==> config.mk <==
export PLATFORM = sky130hd
export DESIGN_NAME = dcf77_clock_flat
export DESIGN_NICKNAME = d
export VERILOG_FILES = /design/src/rtl/dcf77_clock_pkg.sv /design/src/rtl/dcf77_clock_if.sv /design/src/rtl/dcf77_clock_bcd_cnt.sv /design/src/rtl/dcf77_clock.sv /design/src/flat_wrapper.sv
export SDC_FILE = /design/constraint.sdc
export NUM_CORES = 1
export LEC_CHECK = 0
export ABC_CLOCK_PERIOD_IN_PS = 2600
export CAP_MARGIN = 30
export CORE_ASPECT_RATIO = 0.5
export CORE_MARGIN = 2
export CORE_UTILIZATION = 47
export CTS_BUF_LIST = sky130_fd_sc_hd__clkbuf_4 sky130_fd_sc_hd__clkbuf_8 sky130_fd_sc_hd__clkbuf_16
export CTS_CLUSTER_DIAMETER = 30
export DETAILED_ROUTE_END_ITERATION = 10
export PLACE_DENSITY = 0.78
export SYNTH_ARGS = -nofsm -noshare
export SYNTH_HDL_FRONTEND = slang
export SYNTH_HIERARCHICAL = 1
export SYNTH_SLANG_ARGS = --single-unit
export TNS_END_PERCENT = 1
==> constraint.sdc <==
create_clock -name clk -period 2.6 [get_ports clk]
set_input_delay 0.26 -clock clk [delete_from_list [all_inputs] [get_ports clk]]
set_output_delay 0.26 -clock clk [all_outputs]
set_load 0.02 [all_outputs]
==> src/rtl/dcf77_clock_pkg.sv <==
// Shared types, frame bit positions and BCD helpers for the DCF77 time keeper.
package dcf77_pkg;

  typedef enum logic [1:0] {
    UNSYNC   = 2'd0,
    SYNCED   = 2'd1,
    HOLDOVER = 2'd2
  } dcf77_state_e;

  // Bit positions of the BCD fields inside the 59-bit received frame.
  localparam int MIN_LSB   = 21;
  localparam int MIN_MSB   = 27;
  localparam int HOUR_LSB  = 29;
  localparam int HOUR_MSB  = 34;
  localparam int MDAY_LSB  = 36;
  localparam int MDAY_MSB  = 41;
  localparam int WDAY_LSB  = 42;
  localparam int WDAY_MSB  = 44;
  localparam int MONTH_LSB = 45;
  localparam int MONTH_MSB = 49;
  localparam int YEAR_LSB  = 50;
  localparam int YEAR_MSB  = 57;

  typedef struct packed {
    logic [6:0] sec;
    logic [6:0] min;
    logic [5:0] hour;
    logic [5:0] mday;
    logic [2:0] wday;
    logic [4:0] month;
    logic [7:0] year;
  } dcf77_time_t;

  // Two-digit BCD increment; the caller handles the wrap back to the minimum.
  function automatic logic [7:0] bcd_inc(input logic [7:0] v);
    if (v[3:0] == 4'd9) return {v[7:4] + 4'd1, 4'd0};
    else                return {v[7:4], v[3:0] + 4'd1};
  endfunction

  // Years 2000-2099 only, so divisibility by 4 is the whole leap rule.
  function automatic logic is_leap(input logic [7:0] year_bcd);
    logic [7:0] bin;
    bin = ({4'd0, year_bcd[7:4]} * 8'd10) + {4'd0, year_bcd[3:0]};
    return (bin[1:0] == 2'b00);
  endfunction

  // Last day of the month, returned in BCD.
  function automatic logic [5:0] days_in_month(input logic [4:0] month_bcd,
                                               input logic [7:0] year_bcd);
    case (month_bcd)
      5'h02:                     return is_leap(year_bcd) ? 6'h29 : 6'h28;
      5'h04, 5'h06, 5'h09, 5'h11: return 6'h30;
      default:                   return 6'h31;
    endcase
  endfunction

endpackage

==> src/rtl/dcf77_clock_if.sv <==
// Bus between the DCF77 frame receiver (master) and the time keeper (slave).
// Handshake: there is no valid/ready pair. clk_en qualifies every cycle;
// sync is a one-clk strobe that is only honoured together with clk_en, and
// data_hold must be stable while sync is high. The slave never back-pressures.
interface dcf77_clock_if;
  logic        clk_en;
  logic        sync;
  logic [58:0] data_hold;
  logic [6:0]  sec;
  logic [6:0]  min;
  logic [5:0]  hour;
  logic [5:0]  mday;
  logic [2:0]  wday;
  logic [4:0]  month;
  logic [7:0]  year;
  logic        tick;
  logic        time_valid;
  logic        holdover;

  modport master (output clk_en, sync, data_hold,
                  input  sec, min, hour, mday, wday, month, year,
                         tick, time_valid, holdover);
  modport slave  (input  clk_en, sync, data_hold,
                  output sec, min, hour, mday, wday, month, year,
                         tick, time_valid, holdover);
endinterface

==> src/rtl/dcf77_clock_bcd_cnt.sv <==
// BCD counter with synchronous load (priority), increment enable, runtime
// maximum and wrap to MIN_VAL. co_o flags an increment that wraps.
module dcf77_bcd_cnt
  import dcf77_pkg::*;
#(
  parameter int           W       = 7,
  parameter logic [W-1:0] RST_VAL = '0,
  parameter logic [W-1:0] MIN_VAL = '0
) (
  input  logic         clk,
  input  logic         rst,
  input  logic         en_i,
  input  logic         ld_i,
  input  logic [W-1:0] ld_val_i,
  input  logic [W-1:0] max_i,
  output logic [W-1:0] q_o,
  output logic         co_o
);
  logic [W-1:0] q_q;

  // Load beats increment so a reload can never be followed by a stale carry.
  always_ff @(posedge clk) begin
    if (rst)       q_q <= RST_VAL;
    else if (ld_i) q_q <= ld_val_i;
    else if (en_i) q_q <= (q_q == max_i) ? MIN_VAL : W'(bcd_inc(8'(q_q)));
  end

  assign q_o  = q_q;
  assign co_o = en_i & ~ld_i & (q_q == max_i);
endmodule

==> src/rtl/dcf77_clock.sv <==
// DCF77 time/calendar keeper: loads time from each sync frame, free-runs from
// the 10 ms clk_en otherwise, and tracks sync/holdover/loss in a small FSM.
// Optional macro DCF77_CLOCK_CALENDAR_EN: midnight advances the date fields.
module dcf77_clock
  import dcf77_pkg::*;
#(
  parameter int TICKS_PER_SEC = 100,
  parameter int SYNC_OFFSET   = 4,
  parameter int HOLDOVER_MAX  = 60
) (
  input  logic                clk,
  input  logic                rst,
  dcf77_clock_if.slave        bus,
  output dcf77_state_e        state_o
);
  dcf77_state_e state_q, state_d;
  logic [15:0]  miss_q, miss_d, miss_sat;
  logic [6:0]   presc_q, presc_d;
  logic         tick_q;
  logic         ld, counting, wrap, sec_en;
  logic         sec_co, min_co, hour_co, mday_co, wday_co, month_co, year_co;
  logic         day_en, mon_en, yr_en;
  dcf77_time_t  cur;
  logic         unused_co, unused_frame;

  assign ld       = bus.clk_en & bus.sync;
  assign counting = (state_q != UNSYNC);
  assign wrap     = (presc_q == 7'(TICKS_PER_SEC - 1));
  assign sec_en   = bus.clk_en & counting & wrap & ~bus.sync;

  // Prescaler and tick pulse registers.
  always_ff @(posedge clk) begin
    if (rst) begin
      presc_q <= '0;
      tick_q  <= 1'b0;
    end else begin
      presc_q <= presc_d;
      tick_q  <= ld | sec_en;
    end
  end

  // Prescaler next value: sync preloads the receiver's pipeline delay.
  always_comb begin
    presc_d = presc_q;
    if (ld)                            presc_d = 7'(SYNC_OFFSET);
    else if (bus.clk_en && counting)   presc_d = wrap ? 7'd0 : presc_q + 7'd1;
  end

`ifdef DCF77_CLOCK_CALENDAR_EN
  assign day_en = hour_co;
  assign mon_en = mday_co;
  assign yr_en  = month_co;
`else
  assign day_en = 1'b0;
  assign mon_en = 1'b0;
  assign yr_en  = 1'b0;
`endif

  dcf77_bcd_cnt #(.W(7), .RST_VAL(7'h00), .MIN_VAL(7'h00)) u_sec (
    .clk(clk), .rst(rst), .en_i(sec_en), .ld_i(ld), .ld_val_i(7'h00),
    .max_i(7'h59), .q_o(cur.sec), .co_o(sec_co));
  dcf77_bcd_cnt #(.W(7), .RST_VAL(7'h00), .MIN_VAL(7'h00)) u_min (
    .clk(clk), .rst(rst), .en_i(sec_co), .ld_i(ld),
    .ld_val_i(bus.data_hold[MIN_MSB:MIN_LSB]),
    .max_i(7'h59), .q_o(cur.min), .co_o(min_co));
  dcf77_bcd_cnt #(.W(6), .RST_VAL(6'h00), .MIN_VAL(6'h00)) u_hour (
    .clk(clk), .rst(rst), .en_i(min_co), .ld_i(ld),
    .ld_val_i(bus.data_hold[HOUR_MSB:HOUR_LSB]),
    .max_i(6'h23), .q_o(cur.hour), .co_o(hour_co));
  dcf77_bcd_cnt #(.W(6), .RST_VAL(6'h01), .MIN_VAL(6'h01)) u_mday (
    .clk(clk), .rst(rst), .en_i(day_en), .ld_i(ld),
    .ld_val_i(bus.data_hold[MDAY_MSB:MDAY_LSB]),
    .max_i(days_in_month(cur.month, cur.year)), .q_o(cur.mday), .co_o(mday_co));
  dcf77_bcd_cnt #(.W(3), .RST_VAL(3'd1), .MIN_VAL(3'd1)) u_wday (
    .clk(clk), .rst(rst), .en_i(day_en), .ld_i(ld),
    .ld_val_i(bus.data_hold[WDAY_MSB:WDAY_LSB]),
    .max_i(3'd7), .q_o(cur.wday), .co_o(wday_co));
  dcf77_bcd_cnt #(.W(5), .RST_VAL(5'h01), .MIN_VAL(5'h01)) u_month (
    .clk(clk), .rst(rst), .en_i(mon_en), .ld_i(ld),
    .ld_val_i(bus.data_hold[MONTH_MSB:MONTH_LSB]),
    .max_i(5'h12), .q_o(cur.month), .co_o(month_co));
  dcf77_bcd_cnt #(.W(8), .RST_VAL(8'h00), .MIN_VAL(8'h00)) u_year (
    .clk(clk), .rst(rst), .en_i(yr_en), .ld_i(ld),
    .ld_val_i(bus.data_hold[YEAR_MSB:YEAR_LSB]),
    .max_i(8'h99), .q_o(cur.year), .co_o(year_co));

  // Sync state and miss counter registers.
  always_ff @(posedge clk) begin
    if (rst) begin
      state_q <= UNSYNC;
      miss_q  <= '0;
    end else begin
      state_q <= state_d;
      miss_q  <= miss_d;
    end
  end

  assign miss_sat = (miss_q == 16'hFFFF) ? miss_q : miss_q + 16'd1;

  // Next state: sync always resynchronises; each unsynced minute boundary
  // counts a miss, and reaching the limit withdraws validity.
  always_comb begin
    state_d = state_q;
    miss_d  = miss_q;
    if (ld) begin
      state_d = SYNCED;
      miss_d  = '0;
    end else if (sec_co) begin
      miss_d  = (state_q == SYNCED) ? 16'd1 : miss_sat;
      state_d = (HOLDOVER_MAX != 0 && int'(miss_d) >= HOLDOVER_MAX) ? UNSYNC : HOLDOVER;
    end
  end

  assign bus.sec        = cur.sec;
  assign bus.min        = cur.min;
  assign bus.hour       = cur.hour;
  assign bus.mday       = cur.mday;
  assign bus.wday       = cur.wday;
  assign bus.month      = cur.month;
  assign bus.year       = cur.year;
  assign bus.tick       = tick_q;
  assign bus.time_valid = counting;
  assign bus.holdover   = (state_q == HOLDOVER);
  assign state_o        = state_q;

  // Carries past the used chain and frame bits outside the time fields.
  assign unused_co    = ^{hour_co, mday_co, wday_co, month_co, year_co};
  assign unused_frame = ^{bus.data_hold[20:0], bus.data_hold[28],
                          bus.data_hold[35], bus.data_hold[58]};
endmodule

==> src/flat_wrapper.sv <==
// flat-port wrapper written by rule: the top's interface ports become plain ports
module dcf77_clock_flat import dcf77_pkg::*;
#(
  parameter int TICKS_PER_SEC = 100,
  parameter int SYNC_OFFSET   = 4,
  parameter int HOLDOVER_MAX  = 60
)
  (clk, rst, state_o, bus_clk_en, bus_sync, bus_data_hold, bus_sec, bus_min, bus_hour, bus_mday, bus_wday, bus_month, bus_year, bus_tick, bus_time_valid, bus_holdover);
  dcf77_clock_if bus_i ();
  input  logic clk;
  input  logic rst;
  output dcf77_state_e state_o;
  input wire logic [$bits(bus_i.clk_en)-1:0] bus_clk_en;
  input wire logic [$bits(bus_i.sync)-1:0] bus_sync;
  input wire logic [$bits(bus_i.data_hold)-1:0] bus_data_hold;
  output wire logic [$bits(bus_i.sec)-1:0] bus_sec;
  output wire logic [$bits(bus_i.min)-1:0] bus_min;
  output wire logic [$bits(bus_i.hour)-1:0] bus_hour;
  output wire logic [$bits(bus_i.mday)-1:0] bus_mday;
  output wire logic [$bits(bus_i.wday)-1:0] bus_wday;
  output wire logic [$bits(bus_i.month)-1:0] bus_month;
  output wire logic [$bits(bus_i.year)-1:0] bus_year;
  output wire logic [$bits(bus_i.tick)-1:0] bus_tick;
  output wire logic [$bits(bus_i.time_valid)-1:0] bus_time_valid;
  output wire logic [$bits(bus_i.holdover)-1:0] bus_holdover;
  assign bus_i.clk_en = bus_clk_en;
  assign bus_i.sync = bus_sync;
  assign bus_i.data_hold = bus_data_hold;
  assign bus_sec = bus_i.sec;
  assign bus_min = bus_i.min;
  assign bus_hour = bus_i.hour;
  assign bus_mday = bus_i.mday;
  assign bus_wday = bus_i.wday;
  assign bus_month = bus_i.month;
  assign bus_year = bus_i.year;
  assign bus_tick = bus_i.tick;
  assign bus_time_valid = bus_i.time_valid;
  assign bus_holdover = bus_i.holdover;
  dcf77_clock #(.TICKS_PER_SEC(TICKS_PER_SEC), .SYNC_OFFSET(SYNC_OFFSET), .HOLDOVER_MAX(HOLDOVER_MAX)) u_core (.clk(clk), .rst(rst), .bus(bus_i), .state_o(state_o));
endmodule
==> metrics <==
Vias/cell 5.56; Initial Util 49.1%; post-CTS setup buffer count 0; num rows 26; gp weighted congestion 0.902; TNS Setup 0 ns; Post-CTS Hold Fix Bufs 0; Hold EP u_core/presc_q[2]; DRT Wirelength 12600 um; Util after Layout 64.2%; gr usage total 21.9%; Leak Pwr 2.49 nW; Hold WS 0.343 ns; drt wl/cell 13.6 um; IO buf count 85; share of layout cells above drive strength 1 11.0%; fillers 896; Syn Area/Cell 7.92 um2; number of setup violations in the final report 0; dpl ws 0.0113 ns; I/O Pins 110; Worst Setup End Kind register; Die Area 11700 um2; placed cell count 915; max cap viols 0; post-route ant nets 0; area of the multi-input gates 3680 um2; hold path startpoint rst; dpl hpwl 9150 um; via count 5172; status finished clean; root buffer cell clkbuf_16; Crit Path Class register to register; HP Class input port to register; core area 10400 um2; Final Slew Violations 0; nets 861; Arr. time, crit path 2.61 ns; Hold Path Depth 2; Antenna diodes 0; Die Ht 77.6 um; FF+latch area 1360 um2; cts bufs inserted 9; yosys warns 6; initial drt markers 280; final instance area 6670 um2; Highest Clock Rate 426 MHz; cts repair resizes 0; CTS sink cnt 68; Final WS setup 0.254 ns; fin crit period 2.35 ns; global route overflow 0; pwr dens 470 nW/um2; vias in the first global route 4749; initial antenna violation count 0; drt drc 0; commonest non-fill, non-tap cell in the layout clkdlybuf4s50_1; worst r2r path cells 12; most frequent cells in the layout clkdlybuf4s50_1 (84), dfxtp_1 (66), nor2_1 (60), conb_1 (58), a21oi_1 (51); final instance count without filler cells 931; reg2reg start u_core/state_o[0]; flop2flop setup slack 0.25 ns; Crit Path Max Fanout 7; First-pass DRT Iterations 4; area grow syn2layout 30.8%; global-route wire length before repair 21400 um; CP Launch Type register; H-tree depth 3; Tot Pwr 3.13 mW; CTS tree yes; CTS Buffer Depth 2; pin count of the biggest net entering global routing 59; Worst Path Required 2.86 ns; R2R Path End u_core/u_min/q_o[5]; fin crit share 90.2%; Synth Instances 643; clock slew at the register clock pins of the worst setup and hold paths 0.06 ns; Layout Skew 0.00661 ns; Final Hold Vio Count 0; worst vdd ir 0.000303 V; placed instance area 6360 um2; RSZ-0062 raised after global routing no; clk_lat worst skew 0.33 ns; cell area after synthesis 5090 um2; die extent in x 151 um
[per-layer routing]
metal,wire [um],share of wire (%),up-vias,GRT usage [%]
met5,0,0,-,0
met1,5820,46,2382,28.3
met4,91,0.72,0,5.42
li1,-,-,2580,-
met2,5870,47,201,37.0
met3,839,6.6,9,4.94
[how the worst max path moves through the flow]
| stage | start | endpoint | slack [ns] | depth (start not counted) |
|---|---|---|---|---|
| after floorplan | u_core/state_o[0] | u_core/u_hour/q_o[2] | -0.06 | 13 |
| after global placement | bus_clk_en | u_core/u_hour/q_o[2] | 0.06 | 12 |
| after detailed placement | bus_clk_en | u_core/u_hour/q_o[2] | 0.01 | 12 |
| after CTS | u_core/state_o[0] | u_core/u_min/q_o[5] | 0.26 | 12 |
| after global routing | u_core/state_o[0] | u_core/u_hour/q_o[2] | 0.07 | 12 |
| final | u_core/state_o[0] | u_core/u_min/q_o[5] | 0.25 | 12 |
[report_power, final]
group	switching (mW)	total [mW]	internal [mW]
Sequential	0.108	1.21	1.10
Combinational	0.335	0.673	0.338
Clock	0.448	1.25	0.802
Total	0.892	3.13	2.24
[area by class of cell]
type / instances / area share, %
Clock buffer: 12 / 3.90
Clock inverter: 4 / 0.713
Inverter: 24 / 1.35
Multi-Input combinational cell: 573 / 55.3
Sequential cell: 68 / 20.5
Tap cell: 140 / 2.63
Timing Repair Buffer: 110 / 15.7
[flip-flops by register name, summed over array words and instances (netlist names), 2 cells and up]
signal              flops
u_core/miss_q          16
u_core/u_wday/q_o       3
u_core/u_month/q_o      5
u_core/u_hour/q_o       6
u_core/u_mday/q_o       6
u_core/u_min/q_o        7
u_core/presc_q          7
u_core/u_sec/q_o        7
u_core/u_year/q_o       8
u_core/state_o          2
[worst max-delay path, cell delays in order, from the launching register on]
cell and delay, ns:
dfxtp_2 0.34, or2_2 0.31, and2_1 0.17, and3_1 0.19, nand4b_1 0.14, nor2_2 0.06
nand2b_1 0.13, nor2_4 0.04, buf_4 0.16, inv_1 0.18, nor2_1 0.09, o32a_2 0.36
a21oi_1 0.10
No activity file was read; power rests on OpenSTA's default activity.
